$ cat src/rtl/wb_port_arbiter.sv
// wb_port_arbiter: merges the alu1/alu2/mult/ld results onto two register-file
// write ports and two ROB completion ports. Each source owns a one-entry
// holding buffer; a rotating-priority pointer resolves contention and
// stall_out holds the EX/WB register while more than two entries are pending.
// Build option: define WB_LD_PRIORITY_EN to give an occupied ld entry port 0
// unconditionally, with the rotation pointer tracking only non-ld grants.
module wb_port_arbiter #(
  parameter int DATA_W = 16,
  parameter int TAG_W  = 6
) (
  input  logic              clk,
  input  logic              rst_n,
  input  logic              alu1_vld,
  input  logic              alu1_wrt,
  input  logic [DATA_W-1:0] alu1_data,
  input  logic [TAG_W-1:0]  alu1_phy,
  input  logic [TAG_W-1:0]  alu1_idx,
  input  logic              alu2_vld,
  input  logic              alu2_wrt,
  input  logic [DATA_W-1:0] alu2_data,
  input  logic [TAG_W-1:0]  alu2_phy,
  input  logic [TAG_W-1:0]  alu2_idx,
  input  logic              mult_vld,
  input  logic              mult_wrt,
  input  logic [DATA_W-1:0] mult_data,
  input  logic [TAG_W-1:0]  mult_phy,
  input  logic [TAG_W-1:0]  mult_idx,
  input  logic              ld_vld,
  input  logic              ld_wrt,
  input  logic [DATA_W-1:0] ld_data,
  input  logic [TAG_W-1:0]  ld_phy,
  input  logic [TAG_W-1:0]  ld_idx,
  output logic              wp_en_0,
  output logic [TAG_W-1:0]  wp_addr_0,
  output logic [DATA_W-1:0] wp_data_0,
  output logic              cmpl_vld_0,
  output logic [TAG_W-1:0]  cmpl_idx_0,
  output logic              wp_en_1,
  output logic [TAG_W-1:0]  wp_addr_1,
  output logic [DATA_W-1:0] wp_data_1,
  output logic              cmpl_vld_1,
  output logic [TAG_W-1:0]  cmpl_idx_1,
  output logic              stall_out
);

  localparam int NSRC = 4;
`ifdef WB_LD_PRIORITY_EN
  localparam logic [1:0] LD = 2'd3;
`endif

  // Source order alu1=0, alu2=1, mult=2, ld=3 matches the scan order
  logic [NSRC-1:0]   in_vld, in_wrt;
  logic [DATA_W-1:0] in_data [NSRC];
  logic [TAG_W-1:0]  in_phy  [NSRC];
  logic [TAG_W-1:0]  in_idx  [NSRC];

  assign in_vld     = {ld_vld, mult_vld, alu2_vld, alu1_vld};
  assign in_wrt     = {ld_wrt, mult_wrt, alu2_wrt, alu1_wrt};
  assign in_data[0] = alu1_data;
  assign in_data[1] = alu2_data;
  assign in_data[2] = mult_data;
  assign in_data[3] = ld_data;
  assign in_phy[0]  = alu1_phy;
  assign in_phy[1]  = alu2_phy;
  assign in_phy[2]  = mult_phy;
  assign in_phy[3]  = ld_phy;
  assign in_idx[0]  = alu1_idx;
  assign in_idx[1]  = alu2_idx;
  assign in_idx[2]  = mult_idx;
  assign in_idx[3]  = ld_idx;

  // Holding entries
  logic [NSRC-1:0]   occ_q, occ_d, wrt_q, wrt_d;
  logic [DATA_W-1:0] data_q [NSRC];
  logic [DATA_W-1:0] data_d [NSRC];
  logic [TAG_W-1:0]  phy_q  [NSRC];
  logic [TAG_W-1:0]  phy_d  [NSRC];
  logic [TAG_W-1:0]  idx_q  [NSRC];
  logic [TAG_W-1:0]  idx_d  [NSRC];
  logic [1:0]        rr_q, rr_d;

  // Registered port outputs, indexed by port number
  logic [1:0]        wp_en_q, wp_en_d, cmpl_vld_q, cmpl_vld_d;
  logic [TAG_W-1:0]  wp_addr_q  [2];
  logic [TAG_W-1:0]  wp_addr_d  [2];
  logic [DATA_W-1:0] wp_data_q  [2];
  logic [DATA_W-1:0] wp_data_d  [2];
  logic [TAG_W-1:0]  cmpl_idx_q [2];
  logic [TAG_W-1:0]  cmpl_idx_d [2];

  logic [1:0]        g_vld;
  logic [1:0]        g_sel [2];
  logic [1:0]        scan;
  logic [NSRC-1:0]   gnt_mask;
  logic [2:0]        occ_cnt;

  // Stall depends only on held state so there is no input-to-stall path
  assign occ_cnt   = 3'(occ_q[0]) + 3'(occ_q[1]) + 3'(occ_q[2]) + 3'(occ_q[3]);
  assign stall_out = (occ_cnt > 3'd2);

  // Rotating scan picks up to two occupied entries; pointer follows the last pick
  always_comb begin
    g_vld    = '0;
    g_sel[0] = '0;
    g_sel[1] = '0;
    rr_d     = rr_q;
    scan     = '0;
`ifdef WB_LD_PRIORITY_EN
    if (occ_q[LD]) begin
      g_vld[0] = 1'b1;
      g_sel[0] = LD;
    end
`endif
    for (int k = 0; k < NSRC; k++) begin
      scan = rr_q + 2'(k);
`ifdef WB_LD_PRIORITY_EN
      if (occ_q[scan] && (scan != LD)) begin
`else
      if (occ_q[scan]) begin
`endif
        if (!g_vld[0]) begin
          g_vld[0] = 1'b1;
          g_sel[0] = scan;
          rr_d     = scan + 2'd1;
        end else if (!g_vld[1]) begin
          g_vld[1] = 1'b1;
          g_sel[1] = scan;
          rr_d     = scan + 2'd1;
        end
      end
    end
  end

  // Entry next state: load everything when not stalled, else retire granted ones
  always_comb begin
    gnt_mask = '0;
    for (int p = 0; p < 2; p++) begin
      if (g_vld[p]) gnt_mask[g_sel[p]] = 1'b1;
    end
    for (int i = 0; i < NSRC; i++) begin
      if (!stall_out) begin
        occ_d[i]  = in_vld[i];
        wrt_d[i]  = in_wrt[i];
        data_d[i] = in_data[i];
        phy_d[i]  = in_phy[i];
        idx_d[i]  = in_idx[i];
      end else begin
        occ_d[i]  = occ_q[i] & ~gnt_mask[i];
        wrt_d[i]  = wrt_q[i];
        data_d[i] = data_q[i];
        phy_d[i]  = phy_q[i];
        idx_d[i]  = idx_q[i];
      end
    end
  end

  // Port outputs carry the granted entry, or all zeros when the port is idle
  always_comb begin
    for (int p = 0; p < 2; p++) begin
      wp_en_d[p]    = g_vld[p] & wrt_q[g_sel[p]];
      cmpl_vld_d[p] = g_vld[p];
      wp_addr_d[p]  = g_vld[p] ? phy_q[g_sel[p]]  : '0;
      wp_data_d[p]  = g_vld[p] ? data_q[g_sel[p]] : '0;
      cmpl_idx_d[p] = g_vld[p] ? idx_q[g_sel[p]]  : '0;
    end
  end

  // State and output registers; reset discards any pending entries
  always_ff @(posedge clk or negedge rst_n) begin
    if (!rst_n) begin
      occ_q      <= '0;
      wrt_q      <= '0;
      rr_q       <= '0;
      wp_en_q    <= '0;
      cmpl_vld_q <= '0;
      for (int i = 0; i < NSRC; i++) begin
        data_q[i] <= '0;
        phy_q[i]  <= '0;
        idx_q[i]  <= '0;
      end
      for (int p = 0; p < 2; p++) begin
        wp_addr_q[p]  <= '0;
        wp_data_q[p]  <= '0;
        cmpl_idx_q[p] <= '0;
      end
    end else begin
      occ_q      <= occ_d;
      wrt_q      <= wrt_d;
      rr_q       <= rr_d;
      wp_en_q    <= wp_en_d;
      cmpl_vld_q <= cmpl_vld_d;
      for (int i = 0; i < NSRC; i++) begin
        data_q[i] <= data_d[i];
        phy_q[i]  <= phy_d[i];
        idx_q[i]  <= idx_d[i];
      end
      for (int p = 0; p < 2; p++) begin
        wp_addr_q[p]  <= wp_addr_d[p];
        wp_data_q[p]  <= wp_data_d[p];
        cmpl_idx_q[p] <= cmpl_idx_d[p];
      end
    end
  end

  assign wp_en_0    = wp_en_q[0];
  assign wp_addr_0  = wp_addr_q[0];
  assign wp_data_0  = wp_data_q[0];
  assign cmpl_vld_0 = cmpl_vld_q[0];
  assign cmpl_idx_0 = cmpl_idx_q[0];
  assign wp_en_1    = wp_en_q[1];
  assign wp_addr_1  = wp_addr_q[1];
  assign wp_data_1  = wp_data_q[1];
  assign cmpl_vld_1 = cmpl_vld_q[1];
  assign cmpl_idx_1 = cmpl_idx_q[1];

endmodule

$ cat config.mk
export PLATFORM = sky130hd
export DESIGN_NAME = wb_port_arbiter
export DESIGN_NICKNAME = d
export VERILOG_FILES = /design/src/rtl/wb_port_arbiter.sv
export SDC_FILE = /design/constraint.sdc
export NUM_CORES = 1
export LEC_CHECK = 0
export ABC_AREA = 1
export BUFFER_PORTS_ARGS = -buffer_cell sky130_fd_sc_hd__buf_2
export CELL_PAD_IN_SITES_DETAIL_PLACEMENT = 0
export CELL_PAD_IN_SITES_GLOBAL_PLACEMENT = 1
export CORE_ASPECT_RATIO = 1.1
export CORE_MARGIN = 2
export CORE_UTILIZATION = 40
export DETAILED_ROUTE_END_ITERATION = 7
export PLACE_DENSITY_LB_ADDON = 0.1
export RECOVER_POWER = 50
export SLEW_MARGIN = 15
export SYNTH_ARGS = -nofsm -noshare
export SYNTH_HDL_FRONTEND = slang
export SYNTH_SLANG_ARGS = --single-unit
$ cat constraint.sdc
create_clock -name clk -period 3.59 [get_ports clk]
set_input_delay 0.359 -clock clk [delete_from_list [all_inputs] [get_ports clk]]
set_output_delay 0.359 -clock clk [all_outputs]
set_load 0.01 [all_outputs]
==> metrics.md, run 1 <==
| Metric | Value |
|---|---|
| Status | complete, but fails checks |
| Violated checks | max-capacitance violations, max-slew violations |
| CTS Buffer Depth | 2 |
| Seq. cell area | between 4000 and 5000 um^2 |
| Largest net degree at the start of global routing | 121 |
| R2R Path Start | rr_q[0] |
| RSZ-0062 raised after global routing | no |
| Post-CTS setup buffer count | 0 |
| Final setup viols | 0 |
| Clk_skew | 0.0123 ns |
| Initial cell density of the core | 40.9% |
| Die width | ~150 um |
| Yosys warns | 0 |
| Vias | just over 8,000 |
| Gr usage total | 23.9% |
| Post-synthesis simple-gate area fraction | a little under a third |
| R2r setup slk | 0.80 ns |
| CP Class | reg -> out |
| Worst hold slack | 0.111 ns |
| Commonest cells after routing, fill and taps aside | nand2_1, nand3_1, dfrtp_1, buf_2, o21ai_0 |
| Filler instances | 2,255 |
| FP Rows | 57 |
| Top_reg_cell synth | dfrtp_1 |
| Final Max Slew Viols | 96 |
| Die height | around 160 um |
| Unique masters post-synth | 28 |
| Area of the multi-input gates | about 3700 um^2 |
| Gr ovfl total | 0 |
| Drt pass-1 iters | 5 |
| Clock Root Buffer | clkbuf_16 |
| Relative slew margins | -69.7% |
| #FFs+latches synth | ~180 |
| Syn nets | 1,303 |
| CP endpoint kind | primary output |
| CTS Buf Count | 17 |
| Worst Hold Path Cells | 3 |
| Critical Path RT | about 3.2 ns |
| Final min period | 3.19 ns |
| Area growth from synthesis to layout | 19.0% |
| Post-synthesis xor/xnor area fraction | 0% |
| Leading cell type in the layout, fill and taps excluded | nand2_1 |
| Register area share after synthesis | 50.2% |
| Die area | about 24,000 um^2 |
| WL final | between 20,000 and 30,000 um |
| CTS tree | yes |
| Antenna cells | 0 |
| Synthesized area | just over 9000 um^2 |
| Worst Reg-to-Reg Cells | 16 |
| MaxCap Viol Count | 1 |
| Cts repair resizes | 0 |
| Synth async-reset ratio | 100% |
| Final worst-path cycle share | between 80% and 90% |
| First-pass GRT wire length | 43,900 um |
| Compound-Gate Fraction of Synth Area | 7.42% |
| Largest family of logic cells by synthesized area | simple AND/OR/NAND/NOR gates |
| TNS Setup | 0 ns |
| Routed wire per std cell | between 15 and 20 um |
| Clock sinks | 182 |
| CP Launch Type | flip-flop |
| Nets | 1,459 |
| Initial antenna violation count | 0 |
| RePlAce Congestion | 0.835 |
| Clock latency on the worst-skew pair | between 0.4 and 0.5 ns |
| Syn Inst Count | 1,175 |
| Met3 wire length | 1310 um |
| Vias in the first global route | 7,983 |
| Crit path to | stall_out |
| Highest routed layer | met4 |
| Hold Buf Count CTS | 0 |
| Adder-cell share of the synthesized area | less than 1% |
| Peak Freq | 314 MHz |
| Hold crit path type | in -> reg |
| Worst setup path start | occ_q[0] |
| Least-Margin Pin Slew | 2.55 ns |
| Drt via density | 5.05 |
| Worst r2r dst | wp_data_0[14] |
| Hold Vio Cnt, Final | 0 |
| Core Area | 22,200 um^2 |
| Layout cells sized above 1 | a little under a fifth |
| Critical Path Fanout Max | 6 |
| IO buf count | 182 |
| DRT met1 WL | roughly 13,000 um |
| Arr. time, crit path | 2.83 ns |
| Htree depth | 4 |
| Number of synthesized flops with an enable pin | 0 |
| IO Pins | 183 |
| Avg Cell Area, Syn | 7.72 um^2 |
| Mux cell area share after synthesis | 0% |
| Detail Placement HPWL | 18,400 um |
| Antenna Nets Post-Route | 0 |
| Initial drt markers | 492 |
| Residual DRC | 0 |
| Routed met2 length | around 14,000 um |
| Clock transition at the registers of the reported paths | ~0.080 ns |
[synthesized netlist by cell type, types with 6 or more instances]
cell type | n | share of area [%]
nand3_1 | 206 | 11
buf_2 | 24 | 1.3
nand4_1 | 13 | 0.90
dfrtp_1 | 182 | 50
nand2_2 | 10 | 0.69
clkbuf_1 | 30 | 1.2
nand2_1 | 346 | 14
inv_2 | 8 | 0.33
buf_4 | 6 | 0.50
inv_1 | 118 | 4.9
o21ai_0 | 122 | 6.7
buf_6 | 11 | 1.4
nor2_1 | 63 | 2.6
[registers in the layout, summed over array words and instances (netlist names)]
register and cells:
cmpl_idx_0 6, wp_addr_1 6, cmpl_idx_1 6, wrt_q 4, wp_data_0 16, cmpl_vld_q 2
wp_data_1 16, phy_q 24, rr_q 2, wp_en_q 2, wp_addr_0 6, idx_q 24
occ_q 4, data_q 64
[routing by layer]
metal | global-route usage, % | up-vias
li1 | - | 4052
met1 | 32.8 | 3965
met2 | 40.1 | 234
met3 | 3.29 | 26
met4 | 6.29 | 0
met5 | 0 | -
[worst min-delay path by stage]
stage	start	endpoint	slack, ns
final	alu2_phy[0]	phy_q[12]	0.11
after global routing	ld_phy[0]	phy_q[0]	0.11
after CTS	rst_n	phy_q[20]	0.06
after detailed placement	data_q[62]	data_q[62]	0.48
after global placement	data_q[51]	data_q[51]	0.48
after floorplan	rst_n	cmpl_idx_0[0]	0.06
[per-stage QoR]
stage,utilization (%),instance area [um^2],setup slack (ns),instances
detailed placement,46.4,10300,0.825,1607
global route,48.7,10800,0.275,1638
CTS,48.9,10800,0.354,1638
global placement,46.4,10300,0.866,1607
finish,48.7,10800,0.401,1638
floorplan,-,9070,0.711,1175
[cells by family (layout without fill, tap and decap cells)]
group / after synthesis / count (layout)
AO/OA/AOI/OAI: 133 / 133
adder cells (fa/ha/maj): 6 / 6
buffers and inverters: 200 / 368
flip-flops: 182 / 182
AND/OR/NAND/NOR: 654 / 654
[area by class of cell]
class	instances	area share, %
clock buffers	18	3.97
clock inverters	13	1.23
inverters	126	4.38
multi-input cells	793	33.9
flip-flops and latches	182	42.2
well taps	295	3.42
repair buffers	211	10.9
[critical path, stage by stage, from the launching register on]
cell and delay [ns]:
dfrtp_1 0.44, fa_1 0.49, ha_1 0.21, ha_1 0.26, or3b_2 0.47, nand2_4 0.11, inv_1 0.19, buf_2 0.21
Power of run 1 is not shown: default switching activity piles up to over one toggle a cycle in this logic, so the estimate is an artifact.
==> inputs of run 2 (changes only) <==
--- a/config.mk
+++ b/config.mk
@@ -10,8 +10,8 @@
 export CELL_PAD_IN_SITES_DETAIL_PLACEMENT = 0
 export CELL_PAD_IN_SITES_GLOBAL_PLACEMENT = 1
 export CORE_ASPECT_RATIO = 1.1
-export CORE_MARGIN = 2
-export CORE_UTILIZATION = 40
+export CORE_UTILIZATION = 42
+export CTS_BUF_LIST = sky130_fd_sc_hd__clkbuf_8
 export DETAILED_ROUTE_END_ITERATION = 7
 export PLACE_DENSITY_LB_ADDON = 0.1
 export RECOVER_POWER = 50
==> run 2 against run 1 <==
  * The flow still finishes with violations (max-capacitance violations, max-slew violations)
  * Die area is 7.2% lower
  * Sequential cell count stayed put
  * Utilization is 1.2 points higher
  * Via count is 1.2% lower
  * Register-to-register slack worse by 0.42 ns
  * Count of clock-buffer cells in the layout stayed put
  * Non-clock buffer count is 5 lower
  * Wire length is 4.0% lower
  * Sequential share of layout area is 0.81 points higher
==> metrics.md, run 2 (synthesis gave the netlist of run 1 again) <==
| Metric | Value |
|---|---|
| Clock latency on the worst-skew pair | 0.46 ns |
| Worst Hold Path Cells | 3 |
| Clk_skew | 0.0142 ns |
| Residual DRC | 0 |
| Clock sinks | between 150 and 200 |
| IO Pins | 183 |
| Hold crit path type | in -> reg |
| Peak Freq | a little over 300 MHz |
| WL final | 27,100 um |
| Commonest cells after routing, fill and taps aside | nand2_1, nand3_1, dfrtp_1, buf_2, o21ai_0 |
| Largest Register | data_q |
| CP Class | reg -> out |
| Detail Placement HPWL | roughly 18,000 um |
| Worst r2r dst | wp_addr_0[4] |
| Final setup viols | 0 |
| Hold path endpoint | data_q[11] |
| Highest routed layer | met4 |
| Drt pass-1 iters | 5 |
| Vias in the first global route | a little under 8,000 |
| Core Area | 21,200 um^2 |
| Final min period | 3.26 ns |
| Cts repair resizes | 0 |
| Htree depth | 4 |
| Worst hold slack | 0.0933 ns |
| Hold path start | ld_data[11] |
| R2R Path Start | rr_q[0] |
| Status | complete, but fails checks |
| MaxCap Viol Count | 1 |
| TNS Setup | 0 ns |
| Final worst-path cycle share | between 90% and 100% |
| Vias | 8,176 |
| Initial cell density of the core | 42.7% |
| Antenna Nets Post-Route | 0 |
| Layout cells sized above 1 | between 10% and 20% |
| IO buf count | between 150 and 200 |
| Largest register FFs | 64 |
| Met3 wire length | 1310 um |
| Gr ovfl total | 0 |
| CP Launch Type | flip-flop |
| Nets | around 1,500 |
| Antenna cells | 0 |
| Gr usage total | 25.6% |
| Violated checks | max-capacitance violations, max-slew violations |
| Die width | approximately 140 um |
| Inst Count DP | 1,597 |
| CP endpoint kind | primary output |
| CTS Buffer Depth | 2 |
| Initial antenna violation count | 0 |
| Finished Core Util | 49.9% |
| DRT met1 WL | 12,600 um |
| Largest registers | data_q x64, idx_q x24, phy_q x24 |
| Routed wire per std cell | 16.7 um |
| Hold Vio Cnt, Final | 0 |
| Critical Path RT | 3.23 ns |
| RePlAce Congestion | around 0.83 |
| R2r setup slk | 0.38 ns |
| CTS Buf Count | 17 |
| Drt via density | approximately 5.0 |
| Finished Layout Cells | 1,629 |
| Clock transition at the registers of the reported paths | 0.11 ns |
| Critical Path Fanout Max | 15 |
| Die height | 156 um |
| Arr. time, crit path | between 2 and 3 ns |
| Routed met2 length | ~13,000 um |
| Die area | 22,200 um^2 |
| CTS tree | yes |
| RSZ-0062 raised after global routing | no |
| Clock Root Buffer | clkbuf_8 |
| Hold Buf Count CTS | 0 |
| Least-Margin Pin Slew | around 2.6 ns |
| Leading cell type in the layout, fill and taps excluded | nand2_1 |
| Worst Reg-to-Reg Cells | 16 |
| Initial drt markers | 514 |
| Relative slew margins | -73.7% |
| Post-CTS setup buffer count | 0 |
| Area growth from synthesis to layout | 16.8% |
| FP Rows | 56 |
| Final Max Slew Viols | 98 |
| First-pass GRT wire length | ~43,000 um |
| Largest net degree at the start of global routing | 99 |
[run 2: cell types whose count changed in the layout (fill, tap and decap cells not counted), sizes merged]
| cell | change |
|---|---|
| buf | -6 |
| bufinv | +1 |
| clkbuf | +1 |
| inv | +1 |
| clkinvlp | -1 |
[run 2: routing by layer]
metal | GRT usage [%] | vias to the layer above
li1 | - | 4042
met1 | 35.7 | 3865
met2 | 42.5 | 249
met3 | 3.07 | 20
met4 | 5.99 | 0
met5 | 0 | -
[run 2: how the worst max path moves through the flow]
stage,start,to,cells after the start
2_1_floorplan,occ_q[0],phy_q[2],10
3_3_place_gp,rr_q[0],wp_addr_0[4],16
3_5_place_dp,rr_q[0],cmpl_idx_0[2],16
4_1_cts,rr_q[0],cmpl_idx_0[3],16
5_1_grt,rr_q[0],wp_addr_0[2],16
6_report,occ_q[0],stall_out,7
[run 2: area by class of cell]
cell class	instances	area [um^2]
Clock buffer	18	248
Inverter	126	473
Fill cell	2143	10600
Multi-Input combinational cell	793	3660
Timing Repair Buffer	206	1140
Tap cell	290	363
Sequential cell	182	4560
Clock inverter	14	158
[run 2: critical path, stage by stage (launching register included)]
cell and delay, ns:
dfrtp_1 0.45, fa_1 0.49, ha_1 0.20, ha_1 0.27, or3b_2 0.47, nand2_4 0.24, inv_1 0.15, buf_2 0.17
[run 2: per-stage QoR]
step / area [um^2] / worst slack (ns)
after floorplan: 9070 / 0.711
after global placement: 10300 / 0.357
after detailed placement: 10300 / 0.252
after CTS: 10700 / 0.216
after global routing: 10600 / 0.107
final: 10600 / 0.329
Power of run 2 is left out for the same reason.
